`src/rtl/tmr_pipe_alu.sv`:
```
`timescale 1ns/1ps
`default_nettype none
// ============================================================================
//  Module   : tmr_pipe_alu
//  Function : Two-stage triple-modular-redundant add/subtract unit with input
//             checking, majority voting, per-replica error counters, replica
//             retirement and a sticky OK/DEGRADED/FAILED health state.
//  Revision : 1.0  initial release
// ============================================================================
module tmr_pipe_alu #(
    parameter int WIDTH     = 8,
    parameter int ERR_LIMIT = 3
) (
    input  logic             clk,
    input  logic             rst,
    input  logic             in_valid,
    input  logic [WIDTH-1:0] a,
    input  logic [WIDTH-1:0] b,
    input  logic             par,
    input  logic [2:0]       ctl,
    input  logic [2:0]       inject,
    input  logic             clear,
    output logic             out_valid,
    output logic [WIDTH-1:0] sum,
    output logic             cout,
    output logic             err_in,
    output logic             err_cor,
    output logic             err_unc,
    output logic [1:0]       health,
    output logic [2:0]       retired
);

    typedef enum logic [1:0] {
        H_OK   = 2'b00,
        H_DEG  = 2'b01,
        H_FAIL = 2'b10
    } health_t;

    localparam logic [3:0] LIMIT_C = 4'(ERR_LIMIT);

    logic [2:0][WIDTH:0] w_res;
    logic                w_chk_ok;

    logic [2:0][WIDTH:0] s1_res_q;
    logic                s1_valid_q;
    logic                s1_ok_q;

    logic                out_valid_q, out_valid_d;
    logic [WIDTH-1:0]    sum_q, sum_d;
    logic                cout_q, cout_d;
    logic                err_in_q, err_in_d;
    logic                err_cor_q, err_cor_d;
    logic                err_unc_q, err_unc_d;
    health_t             health_q, health_d;
    logic [2:0]          retired_q, retired_d;
    logic [2:0][3:0]     cnt_q, cnt_d;

    // Odd parity over {a,b,par} and a strictly one-hot opcode.
    assign w_chk_ok = (^{a, b, par}) &&
                      ((ctl == 3'b001) || (ctl == 3'b010) || (ctl == 3'b100));

    // Three independent ripple-carry replicas, each with its own operand mux.
    for (genvar gi = 0; gi < 3; gi++) begin : g_rep
        logic [WIDTH:0] w_r;
        // Bit-serial carry chain so each replica is a genuine ripple adder.
        always_comb begin
            logic [WIDTH-1:0] x;
            logic [WIDTH-1:0] y;
            logic             c;
            w_r = '0;
            x   = a;
            y   = b;
            c   = 1'b0;
            if (ctl == 3'b010) begin
                y = ~b;
                c = 1'b1;
            end else if (ctl == 3'b100) begin
                x = ~a;
                c = 1'b1;
            end
            for (int k = 0; k < WIDTH; k++) begin
                w_r[k] = x[k] ^ y[k] ^ c;
                c      = (x[k] & y[k]) | (c & (x[k] ^ y[k]));
            end
            w_r[WIDTH] = c;
        end
        assign w_res[gi] = w_r;
    end

    // Stage 1: capture replica results (with fault injection on sum bit 0).
    always_ff @(posedge clk or posedge rst) begin
        if (rst) begin
            s1_res_q   <= '0;
            s1_valid_q <= 1'b0;
            s1_ok_q    <= 1'b0;
        end else begin
            for (int i = 0; i < 3; i++) begin
                s1_res_q[i] <= w_res[i] ^ {{WIDTH{1'b0}}, inject[i]};
            end
            s1_valid_q <= in_valid;
            s1_ok_q    <= w_chk_ok;
        end
    end

    // Stage 2 next state: vote, flag errors, update counters/retire/health.
    always_comb begin
        logic [WIDTH:0] val;
        logic [WIDTH:0] pa;
        logic [WIDTH:0] pb;
        logic [2:0]     dis;
        logic [2:0]     agree;
        out_valid_d = s1_valid_q;
        sum_d       = sum_q;
        cout_d      = cout_q;
        err_in_d    = 1'b0;
        err_cor_d   = 1'b0;
        err_unc_d   = 1'b0;
        health_d    = health_q;
        retired_d   = retired_q;
        cnt_d       = cnt_q;
        val         = '0;
        pa          = '0;
        pb          = '0;
        dis         = 3'b000;
        agree       = 3'b000;
        if (s1_valid_q) begin
            if (!s1_ok_q) begin
                err_in_d = 1'b1;
            end else begin
                case (health_q)
                    H_OK: begin
                        if (s1_res_q[0] == s1_res_q[1] && s1_res_q[0] == s1_res_q[2]) begin
                            val   = s1_res_q[0];
                            agree = 3'b111;
                        end else if (s1_res_q[0] == s1_res_q[1]) begin
                            val   = s1_res_q[0];
                            dis   = 3'b100;
                            agree = 3'b011;
                        end else if (s1_res_q[0] == s1_res_q[2]) begin
                            val   = s1_res_q[0];
                            dis   = 3'b010;
                            agree = 3'b101;
                        end else if (s1_res_q[1] == s1_res_q[2]) begin
                            val   = s1_res_q[1];
                            dis   = 3'b001;
                            agree = 3'b110;
                        end else begin
                            err_unc_d = 1'b1;
                            health_d  = H_FAIL;
                        end
                        err_cor_d = |dis;
                        for (int k = 0; k < 3; k++) begin
                            if (!retired_q[k]) begin
                                if (dis[k]) begin
                                    if (cnt_q[k] < LIMIT_C) cnt_d[k] = cnt_q[k] + 4'd1;
                                    if (cnt_d[k] == LIMIT_C) begin
                                        retired_d[k] = 1'b1;
                                        health_d     = H_DEG;
                                    end
                                end else if (agree[k]) begin
                                    cnt_d[k] = 4'd0;
                                end
                            end
                        end
                    end
                    H_DEG: begin
                        // Only the two surviving replicas are compared.
                        if (retired_q[0]) begin
                            pa = s1_res_q[1];
                            pb = s1_res_q[2];
                        end else if (retired_q[1]) begin
                            pa = s1_res_q[0];
                            pb = s1_res_q[2];
                        end else begin
                            pa = s1_res_q[0];
                            pb = s1_res_q[1];
                        end
                        if (pa == pb) begin
                            val = pa;
                        end else begin
                            err_unc_d = 1'b1;
                            health_d  = H_FAIL;
                        end
                    end
                    default: begin
                        err_unc_d = 1'b1;
                    end
                endcase
            end
            {cout_d, sum_d} = val;
        end
        // Clear affects only the state; the result above used the old state.
        if (clear) begin
            health_d  = H_OK;
            retired_d = 3'b000;
            cnt_d     = '0;
        end
    end

    // Stage 2 registers: outputs and health state.
    always_ff @(posedge clk or posedge rst) begin
        if (rst) begin
            out_valid_q <= 1'b0;
            sum_q       <= '0;
            cout_q      <= 1'b0;
            err_in_q    <= 1'b0;
            err_cor_q   <= 1'b0;
            err_unc_q   <= 1'b0;
            health_q    <= H_OK;
            retired_q   <= 3'b000;
            cnt_q       <= '0;
        end else begin
            out_valid_q <= out_valid_d;
            sum_q       <= sum_d;
            cout_q      <= cout_d;
            err_in_q    <= err_in_d;
            err_cor_q   <= err_cor_d;
            err_unc_q   <= err_unc_d;
            health_q    <= health_d;
            retired_q   <= retired_d;
            cnt_q       <= cnt_d;
        end
    end

    assign out_valid = out_valid_q;
    assign sum       = sum_q;
    assign cout      = cout_q;
    assign err_in    = err_in_q;
    assign err_cor   = err_cor_q;
    assign err_unc   = err_unc_q;
    assign health    = health_q;
    assign retired   = retired_q;

endmodule
`default_nettype wire

```
`config.mk`:
```
export PLATFORM = sky130hd
export DESIGN_NAME = tmr_pipe_alu
export DESIGN_NICKNAME = d
export VERILOG_FILES = /design/src/rtl/tmr_pipe_alu.sv
export SDC_FILE = /design/constraint.sdc
export NUM_CORES = 1
export LEC_CHECK = 0
export BUFFER_PORTS_ARGS = -buffer_cell sky130_fd_sc_hd__buf_2
export CORE_MARGIN = 2
export CORE_UTILIZATION = 30
export DETAILED_ROUTE_END_ITERATION = 8
export SLEW_MARGIN = 20
export SYNTH_ARGS = -nofsm -noshare
export SYNTH_HDL_FRONTEND = slang
export SYNTH_SLANG_ARGS = --single-unit
```
`constraint.sdc`:
```
create_clock -name clk -period 2.3 [get_ports clk]
set_input_delay 0.23 -clock clk [delete_from_list [all_inputs] [get_ports clk]]
set_output_delay 0.23 -clock clk [all_outputs]
set_load 0.03 [all_outputs]
```
## Word level (Yosys, flattened, before mapping)

Cells that the tools add are included.

| word-level totals | value |
|---|---|
| register bits after elaboration | 59 |
| output and inout port bits | 18 |
| word-level logic and storage cells | 211 |

| cells by class | value |
|---|---|
| equal/unequal tests | 15 |
| $add $sub $neg | 3 |
| order comparisons | 3 |
| multiplexer cells | 110 |
| bitwise gates (word level) | 45 |
| reduce and logical (&&, ||, !) cells | 19 |

Operators with widths:

| cell | count |
|---|---|
| $mux 9 | 15 |
| $mux 4 | 27 |
| $mux 12 | 4 |
| $mux 3 | 16 |
| $eq 9x9->1 | 4 |
| $mux 2 | 18 |
| $xor 9x1->9 | 3 |
| $mux 1 | 24 |
| $mux 8 | 3 |
| $pmux 9 s2 | 1 |
| $reduce_xor 17->1 | 1 |
| $and 1x1->1 | 16 |
| $not 8->8 | 2 |
| $xor 1x1->1 | 16 |
| $reduce_and 5->1 | 3 |
| $add 4x1->4 const B | 3 |
| $eq 4x2->1 const B | 3 |
| $lt 4x2->1 const B | 3 |
| $reduce_bool 3->1 | 4 |
| $or 1x1->1 | 8 |
| $ne 2x2->1 const B | 3 |
| $reduce_bool 2->1 | 3 |
| $pmux 2 s2 | 1 |
| $reduce_and 4->1 | 1 |
| 11 further kinds | 13 |

## Logic depth before layout (Yosys ltp)

Gate-level depths: netlist of run 1.

| logic depth | value |
|---|---|
| word-level depth | 27 |
| mapped depth | 15 |

## Least setup slack after synthesis of run 1

No wires, ideal clock.

| path | value |
|---|---|
| path kind | input port to flip-flop |
| start point | in ctl[2] |
| end point | reg s1_res_q[25] (netlist name) |
| setup slack | -1314 ps |
| arrival | 3550 ps |
| cell stages on the path | 15 |
| library setup time | 64 ps |
| cell sequence | nor3b_1 buf_1 xor2_1 ha_1 a31oi_1 fa_1 fa_1 fa_1 inv_1 fa_1 fa_1 fa_1 inv_1 fa_1 inv_1 |

| between the ends | value |
|---|---|
| cells in the longest elaborated chain, start to end | 20 |

RTL lines:

| item | RTL line | source |
|---|---|---|
| start: declaration | 20 | `input logic [2:0] ctl,` |
| $eq 3x3->1 | - |  |
| $mux 8 (2 in series) | - |  |
| $xor 1x1->1 | - |  |
| $and 1x1->1 | - |  |
| $or 1x1->1 | - |  |
| $and 1x1->1 | - |  |
| $or 1x1->1 | - |  |
| $and 1x1->1 | - |  |
| [... 4 more ...] | - |  |
| $or 1x1->1 | - |  |
| $and 1x1->1 | - |  |
| $or 1x1->1 | - |  |
| $and 1x1->1 | - |  |
| $or 1x1->1 | - |  |
| $xor 1x1->1 * | - |  |
| via g_rep[0].w_r[7] | 64 | `logic [WIDTH:0] w_r;` |
| $xor 9x1->9 * | 98 | `s1_res_q[i] <= w_res[i] ^ {{WIDTH{1'b0}}, inject[i]};` |
| end signal: indexed assignment | 98 |  |
| end: declaration | 44 | `logic [2:0][WIDTH:0] s1_res_q;` |

Mark *: on every way through the listed nets, which the timed path passes. The rest lies on a longest branch.
A chain may end at the register's enable or synchronous reset.

## Worst setup path after layout of run 1

| path | value |
|---|---|
| start point | in ctl[0] |
| end point | reg s1_res_q[25] (netlist name) |

Same word-level chain as after synthesis.

==> results.md, run 1 <==
- RSZ-0062 raised after global routing: true
- Yosys warnings: 0
- CTS sink count: 43
- EDFF count, synth: 0
- Routed vias/inst: 4.642
- Reg area: 1076 um^2
- Fillers: 804
- CP Data Arrival Time: 3.31 ns
- 1st-iter DRT viols: 130
- Worst VDD drop: 0.2720 mV
- Psw: 714.6 uW
- CP Capture Type: register
- CTS tree: done
- Diode count: 0
- Leading area contributor after synthesis: dfrtp_1
- Setup slack after layout: -0.7552 ns
- Hold_ws: 0.02758 ns
- Sequential share of power: 44.7%
- IO Count: 45
- Top cell type's share of synthesized area: 44.24%
- Routed WL: 4802 um
- Footprint of the multi-input gates: 1303 um^2
- RR Endpoint: health[0]
- Die Ht: 94.05 um
- Max-slew violations: 0
- Outcome: finished with violations
- Largest net degree at the start of global routing: 44
- Critical Path RT: 2.55 ns
- DR pass1 iterations: 4
- CTS Buffer Depth: 2
- Worst rel slew slack: 63.33%
- Full die area: 8844 um^2
- Die W: 94.05 um
- Inserted Clock Buffers: 5
- Tot GR Track Use: 12.20%
- CP Class: in2reg
- First-pass GRT wire length: 8625 um
- Int Power: 1354 uW
- Most common cell after layout, fill and taps aside: dfrtp_1
- Share of cells above drive strength 1: 30.63%
- Worst Skew: 0.007823 ns
- Cell Area, Synth: 2432 um^2
- Fmax achieved: 327.3 MHz
- Reg clk slew, reported paths: 0.09 ns
- Mean cell area of the mapped netlist: 10.76 um^2
- Most frequent cells in the layout: dfrtp_1, buf_2, xnor2_1
- CTS root buf: clkbuf_8
- FP Rows: 32
- Fin crit period: 3.055 ns
- Worst Max-Slew Pin Slew: 0.5461 ns
- Setup TNS: -2.002 ns
- Logic pwr share: 30.3%
- Wire per inst: 12.44 um
- Congestion Overflow GR: 0
- Reg2Reg Launch Point: s1_res_q[18]
- R2r setup slk: 0.37 ns
- # nets final: 322
- Synth Register Bits: 43
- Number of port buffers: 44
- Ys async rst share: 100.0%
- Layout area overhead: 23.56%
- Largest fanout on the critical path: 3
- Area contributors post-synth: dfrtp_1, xnor2_1, fa_1
- Clock Latency Late Sink: 0.30 ns
- Syn nets: 265
- Sequential area share after synthesis: 44.24%
- Initial antenna violation count: 0
- Vias in the first global route: 1869
- Hold Vio Cnt, Final: 0
- Max-Cap Viols: 0
- Yosys cell types: 51
- Fin crit share: 132.8%
- Worst setup SP type: primary input
- Via count: 1792
- Clock power frac: 25.1%
- Final antenna-violating net count: 0
- Post-CTS Repair Setup Buffers: 0
- Worst r2r path cells: 5
- Core ar.: 7807 um^2
- H-tree Lvls: 2
- Hold crit path type: in2async
- Starting Density: 31.15%
- Cells after synthesis: 226
- Lkg Pwr: 0.001369 uW
- Power density over the cells: 688.4 nW/um^2
- Placer congestion estimate: 0.7268
- Dpl hpwl: 3708 um
- Primary FF master, synth: dfrtp_1
- Post-CTS Hold Buffers: 0
- Failing checks: setup timing
- Final setup violating endpoints: 5
- Switching Fraction: 34.54%
- Drt drc: 0
[power groups by stage]
stage | combinational (uW) | clock [uW] | sequential [uW]
global route | 715 | 569 | 940
detailed placement | 626 | 0 | 940
CTS | 637 | 540 | 925
global placement | 618 | 0 | 938
floorplan | 388 | 0 | 1000
finish | 626 | 519 | 924
[worst max path at each step]
| stage | slack, ns | to | startpoint | cells past startpoint |
|---|---|---|---|---|
| finish | -0.76 | s1_res_q[25] | ctl[0] | 15 |
| detailed placement | -1.24 | s1_res_q[25] | ctl[2] | 15 |
| floorplan | -1.04 | s1_res_q[25] | ctl[2] | 15 |
| global placement | -1.22 | s1_res_q[25] | ctl[2] | 15 |
| CTS | -0.75 | s1_res_q[25] | ctl[0] | 15 |
| global route | -0.91 | s1_res_q[25] | ctl[0] | 15 |
[layout make-up]
| class | count | share of cell area [%] |
|---|---|---|
| Multi-Input combinational cell | 160 | 43.34 |
| Sequential cell | 43 | 35.80 |
| Timing Repair Buffer | 58 | 11.57 |
| Tap cell | 102 | 4.246 |
| Clock buffer | 5 | 2.290 |
| Inverter | 15 | 1.873 |
| Clock inverter | 3 | 0.8743 |
[critical path, cell delays in order]
cell and delay (ns):
buf_8 0.11, nor3b_4 0.21, xor2_1 0.17, ha_1 0.25
a31oi_2 0.15, fa_2 0.23, fa_2 0.20, fa_2 0.19
inv_2 0.04, fa_2 0.33, fa_2 0.35, fa_2 0.34
inv_2 0.06, fa_2 0.41, inv_1 0.06
[per-layer routing]
| layer | up-vias | routed length [um] | track usage, % |
|---|---|---|---|
| met3 | 6 | 293 | 3.371 |
| met4 | 0 | 78 | 3.986 |
| met2 | 40 | 2284 | 19.64 |
| met5 | - | 0 | 0 |
| met1 | 853 | 2145 | 15.86 |
| li1 | 893 | - | - |
[logic make-up after synthesis]
| family | after synthesis | share of synthesized area, % |
|---|---|---|
| simple gates | 65 | 15.48 |
| mux | 3 | 1.440 |
| fa+ha+maj | 12 | 8.333 |
| flops | 43 | 44.24 |
| xor+xnor | 38 | 14.25 |
| compound gates | 42 | 12.14 |
| buf+inv | 23 | 4.115 |
[flip-flops by register name, summed over array words and instances (netlist names)]
register	cells
err_in	1
out_valid	1
err_cor	1
cnt_q	12
cout	1
sum	8
retired	3
s1_res_q	11
s1_ok_q	1
health	2
err_unc	1
out_valid_d	1
[synth_stat cells (2+ instances only)]
library cell,count
dfrtp_1,43
xnor2_1,26
nor2_1,18
inv_1,14
a21oi_1,12
xor2_1,11
a32o_1,8
nor3_1,8
a31oi_1,7
and2_1,7
fa_1,7
nand2_1,6
nor3b_1,6
ha_1,5
o21ai_0,4
clkbuf_1,3
and3b_1,2
buf_2,2
mux2i_1,2
nor3b_2,2
o21ai_1,2
or4_1,2
[what timing repair did]
action / CTS / global route
resized for setup: 12 / 1
endpoints found under the setup margin: 5 / 5
pin swaps: 3 / 0
[metrics by stage]
step	utilization, %	total power, uW	setup slack [ns]	std cells	area (um^2)
6_report	38.49	2069	-0.7552	386	3005
3_3_place_gp	36.73	1556	-1.221	378	2868
4_1_cts	38.49	2102	-0.7534	386	3005
5_1_grt	38.49	2223	-0.9062	386	3005
3_5_place_dp	36.73	1567	-1.241	378	2868
2_1_floorplan	-	1389	-1.038	226	2465
Power figures use the tool's default switching activity.
==> inputs of run 2 (changes only) <==
--- a/config.mk
+++ b/config.mk
@@ -6,4 +6,5 @@
 export NUM_CORES = 1
 export LEC_CHECK = 0
+export ABC_AREA = 1
 export BUFFER_PORTS_ARGS = -buffer_cell sky130_fd_sc_hd__buf_2
 export CORE_MARGIN = 2
==> constraint.sdc (replaced) <==
create_clock -name clk -period 2.3 [get_ports clk]
set_input_delay 0.115 -clock clk [delete_from_list [all_inputs] [get_ports clk]]
set_output_delay 0.115 -clock clk [all_outputs]
set_load 0.03 [all_outputs]
==> run 2 against run 1 <==
Critical path depth grew 3. Flip-flop and latch count unchanged. Worst hold slack got worse by 0.023 ns. Synthesized area up 2.2%. Count of clock-buffer cells in the layout unchanged. The run still ends with setup timing left. Design area is 3.9% higher.
==> results.md, run 2 <==
- Synth Area in Compound Gates: 6.945% (was 12.14%)
- DR pass1 iterations: 4 (unchanged)
- Pwr Total: 1982 uW (was 2069 uW)
- CP Capture Point: s1_res_q[25] (unchanged)
- CP Data Arrival Time: 3.23 ns (was 3.31 ns)
- RSZ-0062 raised after global routing: true (unchanged)
- IO Count: 45 (unchanged)
- Worst Max-Slew Pin Slew: 0.5234 ns (was 0.5461 ns)
- Max-slew violations: 0 (unchanged)
- Max incr delay on CP: 0.47 ns (was 0.41 ns)
- Largest fanout on the critical path: 2 (was 3)
- Most common cell after layout, fill and taps aside: nand2_1 (was dfrtp_1)
- Primary FF master, synth: dfrtp_1 (unchanged)
- Leading area contributor after synthesis: dfrtp_1 (unchanged)
- Cell area after placement: 2964 um^2 (was 2868 um^2)
- Int Power: 1287 uW (was 1354 uW)
- Critical Path RT: 2.50 ns (was 2.55 ns)
- Lkg Pwr: 0.001640 uW (was 0.001369 uW)
- Setup TNS: -2.140 ns (was -2.002 ns)
- Sequential area share after synthesis: 43.28% (was 44.24%)
- Switching Fraction: 35.07% (was 34.54%)
- Largest family of logic cells by synthesized area: simple AND/OR/NAND/NOR gates (unchanged)
- CP top delay family: adder cells (unchanged)
- CTS root buf: clkbuf_8 (unchanged)
- Routed vias/inst: 4.332 (was 4.642)
- Setup slack after layout: -0.7324 ns (was -0.7552 ns)
- Hold_ws: 0.004773 ns (was 0.02758 ns)
- Power density over the cells: 634.6 nW/um^2 (was 688.4 nW/um^2)
- Top cell type's share of synthesized area: 43.28% (was 44.24%)
- Max-Cap Viols: 0 (unchanged)
- Most flop-heavy register: cnt_q (unchanged)
- Area contributors post-synth: dfrtp_1, nand2_1, xnor2_1 (was dfrtp_1, xnor2_1, fa_1)
- Starting Density: 30.56% (was 31.15%)
- EDFF count, synth: 0 (unchanged)
- Max reg flops: 12 (unchanged)
- Full die area: 9032 um^2 (was 8844 um^2)
- Stages on worst setup path: 18 (was 15)
- Drt drc: 0 (unchanged)
- Area share of fa/ha/maj cells after synthesis: 8.153% (was 8.333%)
- Reg2Reg Launch Point: s1_res_q[9] (was s1_res_q[18])
- 1st-iter DRT viols: 72 (was 130)
- Vias in the first global route: 2026 (was 1869)
- WP buf/inv: 5 (was 4)
- Clock Latency Late Sink: 0.30 ns (about the same)
- Design area: 3123 um^2 (was 3005 um^2)
- Worst setup SP type: primary input (unchanged)
- Routed WL: 5138 um (was 4802 um)
- Fin crit period: 3.032 ns (was 3.055 ns)
- RR Endpoint: sum[4] (was health[0])
- R2r setup slk: 0.60 ns (was 0.37 ns)
- Most common cell in the netlist: nand2_1 (was dfrtp_1)
- Most frequent cells in the layout: nand2_1, dfrtp_1, buf_2 (was dfrtp_1, buf_2, xnor2_1)
- Diode count: 0 (unchanged)
- Dpl hpwl: 4030 um (was 3708 um)
- Hold Vio Cnt, Final: 0 (unchanged)
- CP Capture Type: register (unchanged)
- Fmax achieved: 329.8 MHz (was 327.3 MHz)
- Worst r2r path cells: 6 (was 5)
- Wire per inst: 10.93 um (was 12.44 um)
- Reg clk slew, reported paths: 0.09 ns (about the same)
- Worst Skew: 0.009731 ns (was 0.007823 ns)
- Die W: 95.04 um (was 94.05 um)
- Final core occ: 38.39% (was 38.49%)
- # nets final: 403 (was 322)
- Simple-Gate Fraction of Synth Area: 22.90% (was 15.48%)
- Yosys cell types: 27 (was 51)
- Placer congestion estimate: 0.7664 (was 0.7268)
- Layout area overhead: 25.62% (was 23.56%)
- Worst VDD drop: 0.2532 mV (was 0.2720 mV)
- First-pass GRT wire length: 8873 um (was 8625 um)
- Inserted Clock Buffers: 5 (unchanged)
- Psw: 695.1 uW (was 714.6 uW)
- Top cells by count, synth: nand2_1, dfrtp_1, inv_1 (was dfrtp_1, xnor2_1, nor2_1)
- CTS sink count: 43 (unchanged)
- Tot GR Track Use: 12.46% (was 12.20%)
- Most frequent CP cell: fa_2 (unchanged)
- Fillers: 820 (was 804)
- Die Ht: 95.04 um (was 94.05 um)
- Worst rel slew slack: 65.11% (was 63.33%)
- XOR/XNOR Fraction of Synth Area: 11.63% (was 14.25%)
- Clock power frac: 24.9% (was 25.1%)
- Ys async rst share: 100.0% (unchanged)
- CTS tree: done (unchanged)
- Core ar.: 8134 um^2 (was 7807 um^2)
- Synth Register Bits: 43 (unchanged)
- Hold crit path type: in2reg (was in2async)
- Final setup violating endpoints: 5 (unchanged)
- Failing checks: setup timing (unchanged)
- Final antenna-violating net count: 0 (unchanged)
- Yosys warnings: 0 (unchanged)
- Critical path's slowest cell: fa_1 (was fa_2)
- Setup crit start: ctl[0] (unchanged)
- Sequential share of power: 45.6% (was 44.7%)
- Initial antenna violation count: 0 (unchanged)
- Congestion Overflow GR: 0 (unchanged)
- H-tree Lvls: 2 (unchanged)
- Via count: 2036 (was 1792)
- Number of port buffers: 44 (unchanged)
- CTS Buffer Depth: 2 (unchanged)
- Post-synthesis mux area share: 0% (was 1.440%)
- Cells after synthesis: 296 (was 226)
- Outcome: finished with violations (unchanged)
- Mean cell area of the mapped netlist: 8.399 um^2 (was 10.76 um^2)
- Syn nets: 335 (was 265)
- Share of cells above drive strength 1: 23.56% (was 30.63%)
- CP Class: in2reg (unchanged)
- FP Rows: 33 (was 32)
- CP cell instances: buf_8 -> nor2_4 -> nand2_4 -> xnor2_2 -> ha_1 -> o21ai_1 -> o21bai_1 -> inv_1 -> fa_2 -> fa_2 -> fa_2 -> inv_2 -> fa_2 -> fa_2 -> fa_1 -> inv_1 -> fa_1 -> inv_1 (was buf_8 -> nor3b_4 -> xor2_1 -> ha_1 -> a31oi_2 -> fa_2 -> fa_2 -> fa_2 -> inv_2 -> fa_2 -> fa_2 -> fa_2 -> inv_2 -> fa_2 -> inv_1)
- Cell Area, Synth: 2486 um^2 (was 2432 um^2)
- Logic pwr share: 29.5% (was 30.3%)
- Fin crit share: 131.8% (was 132.8%)
- Largest net degree at the start of global routing: 44 (unchanged)
## run 2: cell types whose count changed after synthesis, sizes merged, moves of 3 or more
cell    change
a21oi       -5
a31oi       -7
a32o        -7
and2        -7
buf         -4
clkbuf      -3
inv        +29
nand2      +66
nand3      +29
nor2        +7
nor3        -7
nor3b       -8
o21ai       +6
xnor2       -5
## run 2: per-layer routing
metal / part of all wire, % / vias to the layer above / global-route usage [%]
li1: - / 1068 / -
met1: 46 / 925 / 16.00
met2: 49 / 38 / 21.16
met3: 4.4 / 5 / 2.451
met4: 1.5 / 0 / 3.986
met5: 0 / - / 0
## run 2: how the worst min path moves through the flow
stage	startpoint	endpoint	cells past startpoint
2_1_floorplan	in_valid	out_valid_d	0
3_3_place_gp	in_valid	out_valid_d	1
3_5_place_dp	in_valid	out_valid_d	1
4_1_cts	inject[0]	s1_res_q[0]	2
5_1_grt	inject[1]	s1_res_q[9]	2
6_report	inject[0]	s1_res_q[0]	2
## run 2: cell families after synthesis
family                     count (synthesis)
AOI/OAI and AO/OA                         28
xor gates and xnor gates                  33
adders and majority gates                 12
buffers and inverters                     45
DFF                                       43
and+or+nand+nor                          135
## run 2: metrics by stage
step | std cells | worst slack [ns]
after floorplan | 296 | -0.8903
after global placement | 456 | -1.051
after detailed placement | 456 | -1.094
after CTS | 470 | -0.7363
after global routing | 470 | -0.8734
final | 470 | -0.7324
## run 2: repair_timing
action | CTS | global route
hold endpoints to repair | 44 | 0
hold buffers | 2 | 0
endpoints found under the setup margin | 5 | 5
buffers inserted | 4 | 0
resized for setup | 5 | 0
## run 2: power groups by stage
stage	clock, uW	combinational, uW	sequential [uW]
6_report	494	585	903
5_1_grt	544	674	913
4_1_cts	516	596	904
3_5_place_dp	0	584	919
3_3_place_gp	0	575	916
2_1_floorplan	0	344	978
## run 2: layout make-up
type	instances	area, um^2	share of cell area (%)
timing repair buffer	62	376.6	12.06
multi-input combinational	208	1281	41.03
clock buffer	5	68.82	2.204
tap	105	131.4	4.207
inverter	44	165.2	5.288
clock inverter	3	23.77	0.7612
sequential	43	1076	34.46
==> inputs of run 3 (changes only) <==
- ABC_AREA: 1 -> 0
- PLACE_DENSITY: not set -> 0.58
==> run 3 against run 2 <==
The run still ends with setup timing left. Sequential power grew 3.1%. Count of clock-buffer cells in the layout is the same. Non-clock buffer count grew 4. Utilization grew 1.2 points. Worst setup slack gained 0.067 ns. Sequential share of layout area grew 0.36 points. Wire length shrank 6.3%. Final cell count shrank 16%. Fmax grew 2.3%. Critical path type unchanged. Critical endpoint unchanged.
==> results.md, run 3 (same netlist as run 1, synthesis figures left out) <==
- Worst VDD drop: 0.2762 mV (was 0.2532 mV)
- FP Rows: 32 (was 33)
- Final core occ: 39.58% (was 38.39%)
- Met2 routed WL: 2165 um (was 2494 um)
- Outcome: finished with violations (unchanged)
- Routed vias/inst: 4.624 (was 4.332)
- Worst Skew: 0.01051 ns (was 0.009731 ns)
- Highest metal used: met4 (unchanged)
- Initial antenna violation count: 0 (unchanged)
- Largest fanout on the critical path: 4 (was 2)
- Via count: 1822 (was 2036)
- Dpl hpwl: 3659 um (was 4030 um)
- Core ar.: 7807 um^2 (was 8134 um^2)
- Max reg flops: 12 (unchanged)
- Number of port buffers: 44 (unchanged)
- Failing checks: setup timing (unchanged)
- Cell area after placement: 2868 um^2 (was 2964 um^2)
- CTS sink count: 43 (unchanged)
- Worst Max-Slew Pin Slew: 0.5966 ns (was 0.5234 ns)
- Fmax achieved: 337.3 MHz (was 329.8 MHz)
- Fin crit share: 128.9% (was 131.8%)
- Lkg Pwr: 0.001411 uW (was 0.001640 uW)
- Die W: 94.05 um (was 95.04 um)
- Full die area: 8844 um^2 (was 9032 um^2)
- Final std cells w/o fill: 394 (was 470)
- Fin crit period: 2.965 ns (was 3.032 ns)
- Final setup violating endpoints: 4 (was 5)
- Inserted Clock Buffers: 5 (unchanged)
- Tot GR Track Use: 11.70% (was 12.46%)
- Routed WL: 4816 um (was 5138 um)
- Fillers: 785 (was 820)
- Hold Vio Cnt, Final: 0 (unchanged)
- Final antenna-violating net count: 0 (unchanged)
- DR WL met3: 268 um (was 225 um)
- Largest net degree at the start of global routing: 29 (was 44)
- 1st-iter DRT viols: 61 (was 72)
- Hold crit path type: in2reg (unchanged)
- Max-slew violations: 0 (unchanged)
- Placed cell count: 378 (was 456)
- Most common cell after layout, fill and taps aside: dfrtp_1 (was nand2_1)
- CTS root buf: clkbuf_8 (unchanged)
- Vias in the first global route: 1792 (was 2026)
- CP Data Arrival Time: 3.22 ns (was 3.23 ns)
- Pre-CTS setup slack: -1.142 ns (was -1.094 ns)
- Share of cells above drive strength 1: 31.16% (was 23.56%)
- DR pass1 iterations: 4 (unchanged)
- CTS tree: done (unchanged)
- Critical Path RT: 2.55 ns (was 2.50 ns)
- CP Capture Type: register (unchanged)
- H-tree Lvls: 2 (unchanged)
- Most frequent cells in the layout: dfrtp_1, buf_2, xnor2_1 (was nand2_1, dfrtp_1, buf_2)
- CTS Buffer Depth: 2 (unchanged)
- Clock Latency Late Sink: 0.31 ns (was 0.30 ns)
- Power density over the cells: 675.3 nW/um^2 (was 634.6 nW/um^2)
- Reg clk slew, reported paths: 0.09 ns (about the same)
- # nets final: 330 (was 403)
- CP Class: in2reg (unchanged)
- Design area: 3090 um^2 (was 3123 um^2)
- Layout area overhead: 27.06% (was 25.62%)
- Wire per inst: 12.22 um (was 10.93 um)
- Diode count: 0 (unchanged)
- IO Count: 45 (unchanged)
- Congestion Overflow GR: 0 (unchanged)
- Max-Cap Viols: 0 (unchanged)
- Starting Density: 31.15% (was 30.56%)
- Die Ht: 94.05 um (was 95.04 um)
- Worst rel slew slack: 60.17% (was 65.11%)
- RSZ-0062 raised after global routing: true (unchanged)
- Setup slack after layout: -0.6650 ns (was -0.7324 ns)
- Most flop-heavy register: cnt_q (unchanged)
- First-pass GRT wire length: 8190 um (was 8873 um)
- Drt drc: 0 (unchanged)
- Placer congestion estimate: 0.7526 (was 0.7664)
- Metal-1 WL: 2299 um (was 2340 um)
- Worst setup SP type: primary input (unchanged)
-- run 3: changes by cell type in the layout (fill, tap and decap cells not counted), moves of 5 or more --
cell / previous run / this run
and2_1: 0 / 7
nand2_1: 71 / 6
a32o_1: 1 / 8
nor2_1: 23 / 18
a21oi_1: 7 / 12
inv_1: 39 / 10
nor3_1: 1 / 8
xnor2_1: 20 / 26
a31oi_1: 0 / 6
nand3_1: 29 / 1
-- run 3: worst paths after layout --
path,startpoint,end,slack [ns],depth (start not counted)
worst max register to register,s1_res_q[9],health[0],0.38,5
worst min register to register,s1_ok_q,err_in,0.46,1
worst min-delay path,ctl[2],s1_ok_q,0.15,4
max in group asynchronous,rst,sum[3],1.33,4
min in group asynchronous,rst,retired[1],0.41,3
worst max-delay path,ctl[2],s1_res_q[25],-0.66,15
-- run 3: routing by layer --
layer	GRT usage, %	vias to the layer above
met5	0	-
met4	4.348	0
met3	3.050	6
li1	-	918
met1	15.55	858
met2	18.33	40
-- run 3: critical path: stages --
cell and delay, ns:
buf_6 0.11, nor3b_4 0.21, xor2_1 0.19, ha_1 0.28, a31oi_4 0.15, fa_2 0.22
fa_2 0.19, fa_2 0.19, inv_2 0.04, fa_2 0.33, fa_2 0.34, fa_2 0.34
inv_2 0.06, fa_2 0.41, inv_1 0.06
-- run 3: cell type report --
class | instances | area [um^2] | share of cell area, %
clock buffer | 5 | 68.82 | 2.227
timing repair buffer | 66 | 424.2 | 13.72
sequential | 43 | 1076 | 34.82
multi-input combinational | 160 | 1311 | 42.43
tap | 102 | 127.6 | 4.130
inverter | 15 | 56.30 | 1.822
clock inverter | 3 | 26.28 | 0.8502
-- run 3: through the flow --
step	setup TNS [ns]	hold slack (ns)	total power [uW]
after floorplan	-3.061	0.1464	1389
after global placement	-4.095	0.2240	1561
after detailed placement	-4.174	0.2279	1568
after CTS	-1.548	0.1364	2119
after global routing	-2.078	0.1643	2214
final	-1.607	0.1452	2087
-- run 3: where the power goes --
group	internal [uW]	switching, uW
sequential	859	71.4
clock	226	295
combinational	278	358
total	1360	725
-- run 3: repair_timing --
action,4_1_cts,5_1_grt
endpoints found under the hold margin,30,0
hold buffers,5,0
gates resized for setup,13,2
setup buffers,3,0
setup endpoints to repair,5,5
pin swaps,4,3
